**config.mk**
```make
export PLATFORM = sky130hd
export DESIGN_NAME = ring_counter_phase_monitor
export DESIGN_NICKNAME = d
export VERILOG_FILES = /design/src/rtl/ring_counter_phase_monitor.sv
export SDC_FILE = /design/constraint.sdc
export NUM_CORES = 1
export LEC_CHECK = 0
export CELL_PAD_IN_SITES_DETAIL_PLACEMENT = 1
export CELL_PAD_IN_SITES_GLOBAL_PLACEMENT = 1
export CORE_AREA = 2 2 96 98
export DETAILED_ROUTE_END_ITERATION = 16
export DIE_AREA = 0 0 98 100
export GPL_ROUTABILITY_DRIVEN = 0
export PLACE_DENSITY = 0.84
export SKIP_CTS_REPAIR_TIMING = 1
export SLEW_MARGIN = 0
export SYNTH_ARGS = -nofsm -noshare
export SYNTH_HDL_FRONTEND = slang
export SYNTH_SLANG_ARGS = --single-unit
```
**constraint.sdc**
```tcl
create_clock -name Clk_In -period 11.6 [get_ports Clk_In]
set_input_delay 1.74 -clock Clk_In [delete_from_list [all_inputs] [get_ports Clk_In]]
set_output_delay 1.74 -clock Clk_In [all_outputs]
set_load 0.05 [all_outputs]
```
**src/rtl/ring_counter_phase_monitor.sv**
```systemverilog
// ring_counter_phase_monitor
//
// Purpose:
//   Sits directly downstream of a 16-bit one-hot ring counter. It samples the
//   counter value, running flag and output enable on every rising edge, and
//   encodes the active phase into a 4-bit index. It also pulses on every
//   bit15 -> bit0 wrap, keeps a saturating count of completed revolutions and
//   latches the first sequencing fault it sees.
//
// Parameters:
//   REV_COUNT_WIDTH  width of the saturating revolution counter (>= 2)
//   CHECK_STEP       1: any one-hot jump other than rotate-left-by-one is a fault
//                    0: such a jump silently resynchronises to the new phase
//
// Ports:
//   Clk_In                    rising-edge clock (same net as the ring counter)
//   Reset_N_In                synchronous active-low reset
//   Ring_Value_In[15:0]       ring counter one-hot value
//   Ring_Running_In           ring counter running flag
//   Ring_Valid_In             ring counter output enable; value/running ignored when low
//   Clear_Command_In          synchronous clear of counts and errors, back to IDLE
//   Phase_Index_Out[3:0]      index of the set bit in the last accepted sample
//   Phase_Valid_Out           Phase_Index_Out is current
//   Wrap_Pulse_Out            one-cycle pulse on an accepted bit15 -> bit0 advance
//   Revolution_Count_Out      saturating number of wraps since reset/clear
//   Revolution_Saturated_Out  revolution count has reached all-ones
//   Error_Flag_Out            sticky fault indicator
//   Error_Code_Out[1:0]       first fault: 00 none, 01 not one-hot,
//                             10 illegal step, 11 advance while stopped

module ring_counter_phase_monitor #(
  parameter int unsigned REV_COUNT_WIDTH = 8,
  parameter bit          CHECK_STEP      = 1'b1
) (
  input  logic                       Clk_In,
  input  logic                       Reset_N_In,
  input  logic [15:0]                Ring_Value_In,
  input  logic                       Ring_Running_In,
  input  logic                       Ring_Valid_In,
  input  logic                       Clear_Command_In,
  output logic [3:0]                 Phase_Index_Out,
  output logic                       Phase_Valid_Out,
  output logic                       Wrap_Pulse_Out,
  output logic [REV_COUNT_WIDTH-1:0] Revolution_Count_Out,
  output logic                       Revolution_Saturated_Out,
  output logic                       Error_Flag_Out,
  output logic [1:0]                 Error_Code_Out
);

  typedef enum logic [1:0] {
    IDLE  = 2'd0,
    TRACK = 2'd1,
    FAULT = 2'd2
  } monitorState_t;

  localparam logic [1:0] ErrNotOneHot   = 2'b01;
  localparam logic [1:0] ErrIllegalStep = 2'b10;
  localparam logic [1:0] ErrStoppedAdv  = 2'b11;

  localparam logic [REV_COUNT_WIDTH-1:0] RevOne = {{(REV_COUNT_WIDTH-1){1'b0}}, 1'b1};

  monitorState_t state_q, state_d;
  logic [15:0]                prevValue_q, prevValue_d;
  logic                       prevRunning_q, prevRunning_d;
  logic [3:0]                 phaseIndex_q, phaseIndex_d;
  logic                       phaseValid_q, phaseValid_d;
  logic                       wrapPulse_q, wrapPulse_d;
  logic [REV_COUNT_WIDTH-1:0] revCount_q, revCount_d;
  logic                       revSat_q, revSat_d;
  logic                       errorFlag_q, errorFlag_d;
  logic [1:0]                 errorCode_q, errorCode_d;

  logic [3:0]  sampleIndex;
  logic [4:0]  bitCount;
  logic        sampleOneHot;
  logic [15:0] rotatedPrev;

  // Encode the incoming sample: population count decides one-hot-ness and the
  // highest set bit gives the index (only meaningful when exactly one is set).
  always_comb begin
    sampleIndex = 4'd0;
    bitCount    = 5'd0;
    for (int b = 0; b < 16; b++) begin
      if (Ring_Value_In[b]) begin
        sampleIndex = 4'(b);
        bitCount    = bitCount + 5'd1;
      end
    end
  end

  assign sampleOneHot = (bitCount == 5'd1);
  assign rotatedPrev  = {prevValue_q[14:0], prevValue_q[15]};

  // Next-state logic. The wrap pulse is a one-cycle event, so it defaults low;
  // everything else holds unless the current state decides otherwise.
  always_comb begin
    state_d       = state_q;
    prevValue_d   = prevValue_q;
    prevRunning_d = prevRunning_q;
    phaseIndex_d  = phaseIndex_q;
    phaseValid_d  = phaseValid_q;
    wrapPulse_d   = 1'b0;
    revCount_d    = revCount_q;
    errorFlag_d   = errorFlag_q;
    errorCode_d   = errorCode_q;

    unique case (state_q)
      IDLE: begin
        if (Ring_Valid_In) begin
          prevRunning_d = Ring_Running_In;
          if (sampleOneHot) begin
            state_d      = TRACK;
            prevValue_d  = Ring_Value_In;
            phaseIndex_d = sampleIndex;
            phaseValid_d = 1'b1;
          end else begin
            state_d      = FAULT;
            phaseValid_d = 1'b0;
            errorFlag_d  = 1'b1;
            errorCode_d  = ErrNotOneHot;
          end
        end
      end

      TRACK: begin
        if (Ring_Valid_In) begin
          prevRunning_d = Ring_Running_In;
          if (!sampleOneHot) begin
            state_d      = FAULT;
            phaseValid_d = 1'b0;
            errorFlag_d  = 1'b1;
            errorCode_d  = ErrNotOneHot;
          end else if (Ring_Value_In == prevValue_q) begin
            phaseValid_d = 1'b1;
          end else if (Ring_Value_In == rotatedPrev) begin
            prevValue_d  = Ring_Value_In;
            phaseIndex_d = sampleIndex;
            // The stop command drops running on the final shift, so an advance
            // is only suspicious when neither sample claims to be running.
            if (!Ring_Running_In && !prevRunning_q) begin
              state_d      = FAULT;
              phaseValid_d = 1'b0;
              errorFlag_d  = 1'b1;
              errorCode_d  = ErrStoppedAdv;
            end else begin
              phaseValid_d = 1'b1;
              if (prevValue_q[15]) begin
                wrapPulse_d = 1'b1;
                if (revCount_q != {REV_COUNT_WIDTH{1'b1}}) begin
                  revCount_d = revCount_q + RevOne;
                end
              end
            end
          end else if (CHECK_STEP) begin
            state_d      = FAULT;
            phaseValid_d = 1'b0;
            errorFlag_d  = 1'b1;
            errorCode_d  = ErrIllegalStep;
          end else begin
            prevValue_d  = Ring_Value_In;
            phaseIndex_d = sampleIndex;
            phaseValid_d = 1'b1;
          end
        end else begin
          phaseValid_d = 1'b0;
        end
      end

      FAULT: begin
        phaseValid_d = 1'b0;
      end

      default: begin
        state_d      = IDLE;
        phaseValid_d = 1'b0;
      end
    endcase

    revSat_d = &revCount_d;
  end

  // State register. A clear is a synchronous reset that also discards the
  // sample presented on the same edge.
  always_ff @(posedge Clk_In) begin
    if (!Reset_N_In || Clear_Command_In) begin
      state_q       <= IDLE;
      prevValue_q   <= 16'd0;
      prevRunning_q <= 1'b0;
      phaseIndex_q  <= 4'd0;
      phaseValid_q  <= 1'b0;
      wrapPulse_q   <= 1'b0;
      revCount_q    <= '0;
      revSat_q      <= 1'b0;
      errorFlag_q   <= 1'b0;
      errorCode_q   <= 2'b00;
    end else begin
      state_q       <= state_d;
      prevValue_q   <= prevValue_d;
      prevRunning_q <= prevRunning_d;
      phaseIndex_q  <= phaseIndex_d;
      phaseValid_q  <= phaseValid_d;
      wrapPulse_q   <= wrapPulse_d;
      revCount_q    <= revCount_d;
      revSat_q      <= revSat_d;
      errorFlag_q   <= errorFlag_d;
      errorCode_q   <= errorCode_d;
    end
  end

  assign Phase_Index_Out          = phaseIndex_q;
  assign Phase_Valid_Out          = phaseValid_q;
  assign Wrap_Pulse_Out           = wrapPulse_q;
  assign Revolution_Count_Out     = revCount_q;
  assign Revolution_Saturated_Out = revSat_q;
  assign Error_Flag_Out           = errorFlag_q;
  assign Error_Code_Out           = errorCode_q;

endmodule

```
==> flow_metrics.tcl, run 1 <==
set metrics [dict create \
    outcome "finished, final reports clean" \
    grt_max_degree 35 \
    post-route-period-util_pct 95.7 \
    hold_viol 0 \
    cp-endpoint "Revolution_Count_Out[2]" \
    clk_pin_slew_ns 0.07 \
    cp_slowest_cell "clkdlybuf4s50_1" \
    p_switching_w 0.000495 \
    p_leak_nw 1.67 \
    skew_ns 0.00539 \
    htreeDepth 2 \
    yosys-top-cells-area "dfxtp_1 (20%), xor2_1 (11%), mux2i_1 (7.2%), nor2_1 (6.5%), ha_1 (5.3%)" \
    grt_pass1_vias 3492 \
    yosys.area.top_type "dfxtp_1" \
    cts_sinks 37 \
    grt_overflow 0 \
    dieWidth_um 98 \
    gr-usage-all-layers_pct 19.8 \
    pwr-share-seq_pct 15.6 \
    io-pin-count 39 \
    seq_area_frac_synth_pct 19.8 \
    max_freq_mhz 90.1 \
    worstPathRequired_ns 11.82 \
    critPathLaunchType "input port" \
    final_nets 521 \
    num_vias 3281 \
    clock_path_buffers 2 \
    post-synth-top-count-cell "nor2_1" \
    cts_made_buffers 5 \
    grt_antenna_before_repair 0 \
    worst-r2r-setup-slack_ns 8.82 \
    core_um2 8890 \
    antenna_cells 0 \
    synth_edf_count 0 \
    synth.net_count 487 \
    dieArea_um2 9800 \
    r2r_end "Revolution_Saturated_Out" \
    insertion_delay_ns 0.29 \
    worstSetupPathType "input port to flip-flop" \
    maxSlewViolCount 0 \
    synth_warnings 0 \
    root_buffer "clkbuf_8" \
    cp_max_fo 4 \
    layout-drive-gt1-share_pct 13.4 \
    rows 35 \
    finalCriticalPeriod_ns 11.10 \
    swShare_pct 49.1 \
    critPathLaunch "Ring_Value_In[2]" \
    end_kind "flip-flop" \
    hold_class "flip-flop to flip-flop" \
    cellInternalPower_w 0.000512 \
    ys.flop_type "dfxtp_1" \
    cp.arrival_ns 11.32 \
    avgSynthCellArea_um2 8.32 \
    synth_top_area_share_pct 19.8 \
    comb_power_share_pct 76.0 \
    dr.pass1.iters 4 \
    final_util_pct 49.3 \
    drt-total-wl_um 9910 \
    fin_cells 596 \
    drc_errors 0 \
    cp_common_cell "ha_1" \
    syn_area_um2 3740 \
    power_per_cell_area_nw_per_um2 230 \
    r2r_cells 10 \
    initialDrtViolationCount 52 \
    ys_ff_latch 37 \
    worst_slew_pin_slew_ns 0.795 \
    initial_utilization_pct 42.1 \
    peakVddDrop_uv 88.3 \
    portBuffers 38 \
    max_slew_margin_pct 46.8 \
    clkPwrFrac_pct 8.5 \
    yosysUniqueCellTypes 71 \
    wl_per_cell_um 16.6 \
    cts_tree "built" \
    setup_viol 0 \
    hpwlAfterDp_um 7610 \
    area_growth_pct 17.2 \
    maxCapViolations 0 \
    slowest_delay_ns 0.47 \
    synthCells 450 \
    synthArstFlopShare_pct 0 \
    yosys-top-cells-count "nor2_1 (65), xor2_1 (46), nand2_1 (44)" \
    final_antenna_net_count 0 \
    routed_via_density 5.51 \
    placed_cells 585 \
    die_y_um 100 \
    grt_pass1_wl_um 16100 \
    r2r_start "prevValue_q[6]" \
]
-- registers in the layout (all words and copies together), names as in the netlist --
| register | flops |
|---|---|
| prevValue_q | 16 |
| Revolution_Count_Out | 8 |
| state_q | 2 |
| Error_Code_Out | 2 |
| Error_Flag_Out | 1 |
| Wrap_Pulse_Out | 1 |
| prevRunning_q | 1 |
| Phase_Valid_Out | 1 |
| Phase_Index_Out | 4 |
| Revolution_Saturated_Out | 1 |
-- area by class of cell --
type                       instances  area [µm²]
inverter                          11        41.3
clock buffer                       6        72.6
sequential                        37         741
timing repair buffer              51         490
clock inverter                     2        10.0
fill                            1087        4510
tap                              111         139
multi-input combinational        378        2890
-- worst max-delay path, delay by kind of cell --
family	cells	cell delay [ns]
AOI/OAI and AO/OA	7	1.08
xor gates and xnor gates	2	0.33
adders and majority gates	13	3.82
buffers and inverters	1	0.47
muxes	4	1.13
and+or+nand+nor	19	2.72
-- how the worst min path moves through the flow --
stage	depth (start not counted)	end	startpoint
2_1_floorplan	2	prevRunning_q	prevRunning_q
3_3_place_gp	2	prevRunning_q	prevRunning_q
3_5_place_dp	2	prevRunning_q	prevRunning_q
4_1_cts	2	prevRunning_q	prevRunning_q
5_1_grt	2	prevRunning_q	prevRunning_q
6_report	2	prevRunning_q	prevRunning_q
-- metal layers --
layer | part of all wire (%) | global-route usage (%) | vias up | wire (µm)
met2 | 54 | 38.6 | 43 | 5320
met1 | 43 | 22.7 | 1589 | 4250
li1 | - | - | 1636 | -
met3 | 2.0 | 2.37 | 13 | 200
met5 | 0 | 0 | - | 0
met4 | 1.4 | 5.02 | 0 | 138
-- cells in the final DEF (no fill, tap or decap), types with 4 or more instances in the layout --
cell	Yosys	routed
nor2_1	65	63
xor2_1	46	46
nand2_1	44	43
dfxtp_1	37	37
clkdlybuf4s50_1	0	36
mux2i_1	27	27
xnor2_1	18	18
a21oi_1	16	15
nor4_1	15	15
ha_1	16	14
nor3_1	12	12
inv_1	10	10
o21ai_0	10	10
buf_4	1	10
nand3_1	8	8
nand2b_1	6	6
nand4_1	6	6
mux2_2	5	5
xnor2_4	5	5
nor2b_1	6	5
clkbuf_8	0	5
or3_1	4	4
nor3b_1	4	4
-- power by group through the flow --
stage / registers, W / clock network [W] / logic [W]
finish: 0.000157 / 0.0000851 / 0.000765
global route: 0.000159 / 0.0000939 / 0.000837
CTS: 0.000157 / 0.0000884 / 0.000734
detailed placement: 0.000160 / 0 / 0.000730
global placement: 0.000159 / 0 / 0.000693
floorplan: 0.000177 / 0 / 0.000558
-- through the flow --
step / setup WS (ns) / hold slack [ns] / power [W] / TNS, ns / cell area [µm²]
finish: 0.499 / 0.470 / 0.00101 / 0 / 4380
global route: -0.0192 / 0.503 / 0.00109 / -0.0219 / 4380
CTS: -0.00922 / 0.476 / 0.000980 / -0.00922 / 4300
detailed placement: -0.297 / 0.466 / 0.000889 / -5.41 / 4210
global placement: 0.127 / 0.444 / 0.000852 / 0 / 4210
floorplan: 1.07 / 0.437 / 0.000735 / 0 / 3740
-- logic make-up (layout without fill, tap and decap cells) --
family	after synthesis	in the layout	synth area share, %
DFF	37	37	19.8
adders and majority gates	17	17	5.62
muxes	34	34	9.70
AOI/OAI and AO/OA	60	60	11.9
and+or+nand+nor	189	189	24.9
xor gates and xnor gates	78	78	23.6
buffers and inverters	35	70	4.41
Note: power is estimated with default switching activity, not from simulation.
==> inputs of run 2 (changes only) <==
--- a/config.mk
+++ b/config.mk
@@ -11,6 +11,7 @@
 export DETAILED_ROUTE_END_ITERATION = 16
 export DIE_AREA = 0 0 98 100
 export GPL_ROUTABILITY_DRIVEN = 0
+export MAX_ROUTING_LAYER = met4
 export PLACE_DENSITY = 0.84
 export SKIP_CTS_REPAIR_TIMING = 1
 export SLEW_MARGIN = 0
==> run 2 against run 1 <==
Net effect:
- register-to-register slack is essentially flat
- sequential power hardly changed
- critical path type unchanged
- first-iteration DRC count is 1.9% lower
- utilization stayed put
- largest cell class unchanged
- sequential share of layout area stayed put
==> flow_metrics.tcl, run 2 (synthesis gave the netlist of run 1 again) <==
set metrics [dict create \
    hpwlAfterDp_um 7610 \
    htreeDepth 2 \
    grt_antenna_before_repair 0 \
    dieWidth_um 98 \
    fin_cells 596 \
    setup_viol 0 \
    worstPathRequired_ns 11.82 \
    dr.pass1.iters 4 \
    cts_sinks 37 \
    routed_via_density 5.48 \
    final_common_cell "nor2_1" \
    critPathLaunchType "input port" \
    num_vias 3268 \
    drc_errors 0 \
    cp_num_buf_inv 1 \
    clk_pin_slew_ns 0.07 \
    die_y_um 100 \
    maxSlewViolCount 0 \
    grt_max_degree 35 \
    final_cell_mix "nor2_1 (63), xor2_1 (46), nand2_1 (43)" \
    rows 35 \
    wl_per_cell_um 16.6 \
    dieArea_um2 9800 \
    root_buffer "clkbuf_8" \
    p_leak_nw 1.67 \
    power_per_cell_area_nw_per_um2 230 \
    nFillCells 1087 \
    io-pin-count 39 \
    post-place-ws_ns -0.297 \
    cp_max_fo 4 \
    crit_family "adder cells" \
    clock_path_buffers 2 \
    post-route-period-util_pct 95.6 \
    initial_utilization_pct 42.1 \
    hold_class "flip-flop to flip-flop" \
    layout-drive-gt1-share_pct 13.4 \
    cp_slowest_cell "clkdlybuf4s50_1" \
    drt-total-wl_um 9890 \
    regMostFlops "prevValue_q" \
    peakVddDrop_uv 88.4 \
    multi_input_area_um2 2890 \
    cts_made_buffers 5 \
    outcome "finished, final reports clean" \
    largest_reg_flops 16 \
    final_util_pct 49.3 \
    grt_overflow 0 \
    grt_pass1_vias 3485 \
    max_freq_mhz 90.2 \
    finalCriticalPeriod_ns 11.08 \
    antenna_cells 0 \
    max_slew_margin_pct 46.3 \
    placed_cells 585 \
    final.setup.worst_slack_ns 0.516 \
    cp_common_cell "ha_1" \
    worst_slew_pin_slew_ns 0.803 \
    hold_viol 0 \
    maxCapViolations 0 \
    skew_ns 0.00503 \
    end_kind "flip-flop" \
    final_nets 521 \
    seq_area_um2 741 \
    worstSetupPathType "input port to flip-flop" \
    final_antenna_net_count 0 \
    initialDrtViolationCount 51 \
    cts_tree "built" \
    core_um2 8890 \
    gr-usage-all-layers_pct 20.4 \
    total_power_w 0.00101 \
    area_growth_pct 17.2 \
    cp.arrival_ns 11.30 \
    grt_pass1_wl_um 16200 \
    slowest_delay_ns 0.47 \
    insertion_delay_ns 0.29 \
    portBuffers 38 \
]
-- run 2: metal layers --
| layer | share of wire, % | up-vias | GRT usage (%) |
|---|---|---|---|
| li1 | - | 1634 | - |
| met3 | 1.8 | 13 | 2.16 |
| met2 | 54 | 42 | 38.5 |
| met1 | 43 | 1579 | 23.0 |
| met4 | 1.4 | 0 | 5.02 |
| met5 | 0 | - | - |
-- run 2: power breakdown --
group,switching (W),internal (W),total (W)
Clock,0.0000437,0.0000416,0.0000853
Combinational,0.000436,0.000328,0.000765
Sequential,0.0000147,0.000142,0.000157
Total,0.000495,0.000512,0.00101
-- run 2: area by class of cell --
type | instances | share of cell area (%)
clock buffers | 6 | 1.66
clock inverters | 2 | 0.228
inverters | 11 | 0.942
multi-input cells | 378 | 65.9
flip-flops and latches | 37 | 16.9
well taps | 111 | 3.17
repair buffers | 51 | 11.2
-- run 2: worst paths after layout --
check / startpoint / end / slack, ns / cells after the start
min reg2reg: prevRunning_q / prevRunning_q / 0.47 / 2
min: prevRunning_q / prevRunning_q / 0.47 / 2
max: Ring_Value_In[2] / Revolution_Count_Out[2] / 0.52 / 46
max reg2reg: prevValue_q[6] / Revolution_Saturated_Out / 8.83 / 10
-- run 2: worst register-to-register path: cells and delay by family (launching register included) --
kind / cells / cell delay (ns)
and+or+nand+nor: 8 / 1.85
DFF: 1 / 0.35
muxes: 1 / 0.29
xor gates and xnor gates: 1 / 0.19
-- run 2: through the flow --
step	setup TNS (ns)	instance area, µm²	hold WS, ns
after floorplan	0	3740	0.437
after global placement	0	4210	0.444
after detailed placement	-5.41	4210	0.466
after CTS	-0.00922	4300	0.476
after global routing	-0.0217	4380	0.503
final	0	4380	0.470
==> inputs of run 3 (changes only) <==
--- a/config.mk
+++ b/config.mk
@@ -5,14 +5,15 @@
 export SDC_FILE = /design/constraint.sdc
 export NUM_CORES = 1
 export LEC_CHECK = 0
+export ABC_AREA = 1
 export CELL_PAD_IN_SITES_DETAIL_PLACEMENT = 1
 export CELL_PAD_IN_SITES_GLOBAL_PLACEMENT = 1
-export CORE_AREA = 2 2 96 98
+export CORE_AREA = 2 2 100 102
 export DETAILED_ROUTE_END_ITERATION = 16
-export DIE_AREA = 0 0 98 100
+export DIE_AREA = 0 0 102 104
 export GPL_ROUTABILITY_DRIVEN = 0
 export MAX_ROUTING_LAYER = met4
-export PLACE_DENSITY = 0.84
+export PLACE_DENSITY = 0.85
 export SKIP_CTS_REPAIR_TIMING = 1
 export SLEW_MARGIN = 0
 export SYNTH_ARGS = -nofsm -noshare
==> run 3 against run 2 <==
Net effect:
- power is 51% lower
- clock power is 2% higher
- highest routed layer unchanged
- setup slack better by 0.30 ns
- global-route usage is 0.86 points higher
- area after synthesis is 2.0% higher
==> flow_metrics.tcl, run 3 <==
set metrics [dict create \
    cp_max_fo 26 \
    final_cell_mix "nand2_1 (155), inv_1 (91), nor2_1 (53)" \
    post-synth-top-count-cell "nand2_1" \
    die_y_um 104 \
    critPathLaunchType "input port" \
    htreeDepth 2 \
    synthCells 629 \
    portBuffers 38 \
    hold_viol 0 \
    antenna_cells 0 \
    wl_per_cell_um 13.1 \
    cts_made_buffers 5 \
    insertion_delay_ns 0.30 \
    hpwlAfterDp_um 8530 \
    outcome "finished, final reports clean" \
    yosys-top-cells-area "dfxtp_1 (19%), nand2_1 (15%), inv_1 (8.9%), nand2_2 (6.4%), nand3_1 (5.9%)" \
    initial_utilization_pct 40.0 \
    yosys.area.top_type "dfxtp_1" \
    final_common_cell "nand2_1" \
    layout-drive-gt1-share_pct 13.4 \
    regMostFlops "prevValue_q" \
    grt_pass1_wl_um 18400 \
    worstPathRequired_ns 11.82 \
    dieArea_um2 10600 \
    max_freq_mhz 92.8 \
    drt-total-wl_um 10300 \
    area_growth_pct 13.9 \
    setup_tns_ns 0 \
    cts_sinks 37 \
    largest_reg_flops 16 \
    yosysUniqueCellTypes 46 \
    final_nets 694 \
    avgSynthCellArea_um2 6.07 \
    slowest_delay_ns 0.54 \
    cp.arrival_ns 11.00 \
    final_antenna_net_count 0 \
    drc_errors 0 \
    rows 36 \
    ys.flop_type "dfxtp_1" \
    grt_antenna_before_repair 0 \
    post-route-period-util_pct 92.9 \
    maxSlewViolCount 0 \
    clk_pin_slew_ns 0.08 \
    p_leak_nw 2.16 \
    maxCapViolations 0 \
    synth_top_area_share_pct 19.4 \
    max_slew_margin_pct 66.1 \
    rsz0062_at_grt "no" \
    worstSetupPathType "input port to flip-flop" \
    end_kind "flip-flop" \
    num_vias 3934 \
    skew_ns 0.00892 \
    hold_class "flip-flop to flip-flop" \
    dr.pass1.iters 4 \
    gr-usage-all-layers_pct 21.2 \
    synth.net_count 666 \
    grt_pass1_vias 4190 \
    cts_tree "built" \
    power_per_cell_area_nw_per_um2 113 \
    grt_overflow 0 \
    dieWidth_um 102 \
    synth_edf_count 0 \
    setup_viol 0 \
    peakVddDrop_uv 61.1 \
    io-pin-count 39 \
    finalCriticalPeriod_ns 10.78 \
    clock_path_buffers 2 \
    routed_via_density 4.99 \
    grt_max_degree 27 \
    total_power_w 0.000490 \
    seq_area_frac_synth_pct 19.4 \
    ys_ff_latch 37 \
    cp_common_cell "nand2_1" \
    cp_slowest_cell "clkdlybuf4s50_1" \
    yosys-top-cells-count "nand2_1 (155), inv_1 (91), nor2_1 (53)" \
    root_buffer "clkbuf_8" \
    syn_area_um2 3820 \
    initialDrtViolationCount 146 \
    synthArstFlopShare_pct 0 \
    nFillCells 1334 \
    worst_slew_pin_slew_ns 0.508 \
    synth_warnings 0 \
    core_um2 9550 \
]
## run 3: cell count changes after synthesis, moves of 27 or more
cell,delta
nand2_2,+39
nand3_1,+37
xor2_1,-37
inv_1,+81
mux2i_1,-27
nand2_1,+111
## run 3: per-layer routing
layer | GRT usage [%] | share of wire, %
met1 | 26.9 | 47
met2 | 36.7 | 50
met3 | 2.62 | 1.9
met4 | 3.24 | 0.65
met5 | - | 0
## run 3: per-stage QoR
stage / instances / utilization, % / setup slack [ns] / hold WS, ns / area [µm²]
after floorplan: 629 / - / 2.03 / 0.469 / 3820
after global placement: 783 / 44.7 / 0.965 / 0.456 / 4270
after detailed placement: 783 / 44.7 / 0.404 / 0.488 / 4270
after CTS: 789 / 45.5 / 0.690 / 0.499 / 4340
after global routing: 789 / 45.5 / 0.0261 / 0.517 / 4350
final: 789 / 45.5 / 0.820 / 0.493 / 4350
## run 3: area by class of cell
cell class | instances | area (µm²) | area share [%]
inverter | 103 | 394 | 9.06
clock inverter | 1 | 5.00 | 0.115
tap | 133 | 166 | 3.83
clock buffer | 5 | 68.8 | 1.58
sequential | 37 | 741 | 17.0
timing repair buffer | 39 | 388 | 8.92
multi-input combinational | 471 | 2590 | 59.5
## run 3: path summary, 6_finish.rpt
kind / startpoint / end / slack, ns / cells past startpoint
setup reg to reg: prevValue_q[12] / Revolution_Saturated_Out / 8.85 / 14
hold / removal: Error_Code_Out[1] / Error_Code_Out[1] / 0.49 / 2
setup / recovery: Ring_Value_In[0] / prevValue_q[1] / 0.82 / 58
hold reg to reg: Error_Code_Out[1] / Error_Code_Out[1] / 0.49 / 2
## run 3: power by group
| group | switching, W | internal (W) | leakage, nW | total [W] |
|---|---|---|---|---|
| Sequential | 0.00000591 | 0.000133 | 0.299 | 0.000139 |
| Combinational | 0.000173 | 0.0000912 | 1.82 | 0.000264 |
| Clock | 0.0000473 | 0.0000396 | 0.0399 | 0.0000869 |
| Total | 0.000226 | 0.000264 | 2.16 | 0.000490 |
## run 3: cell families after synthesis
group | after synthesis | share of synthesized area (%)
AOI/OAI and AO/OA | 74 | 10.7
adders and majority gates | 16 | 5.24
buffers and inverters | 121 | 13.0
DFF | 37 | 19.4
and+or+nand+nor | 355 | 45.7
xor gates and xnor gates | 26 | 5.96
## run 3: critical path, delay by kind of cell
kind            cells  cell delay [ns]
simple gates       29             3.13
compound gates      6             0.95
buf+inv             9             1.25
fa+ha+maj          14             3.92
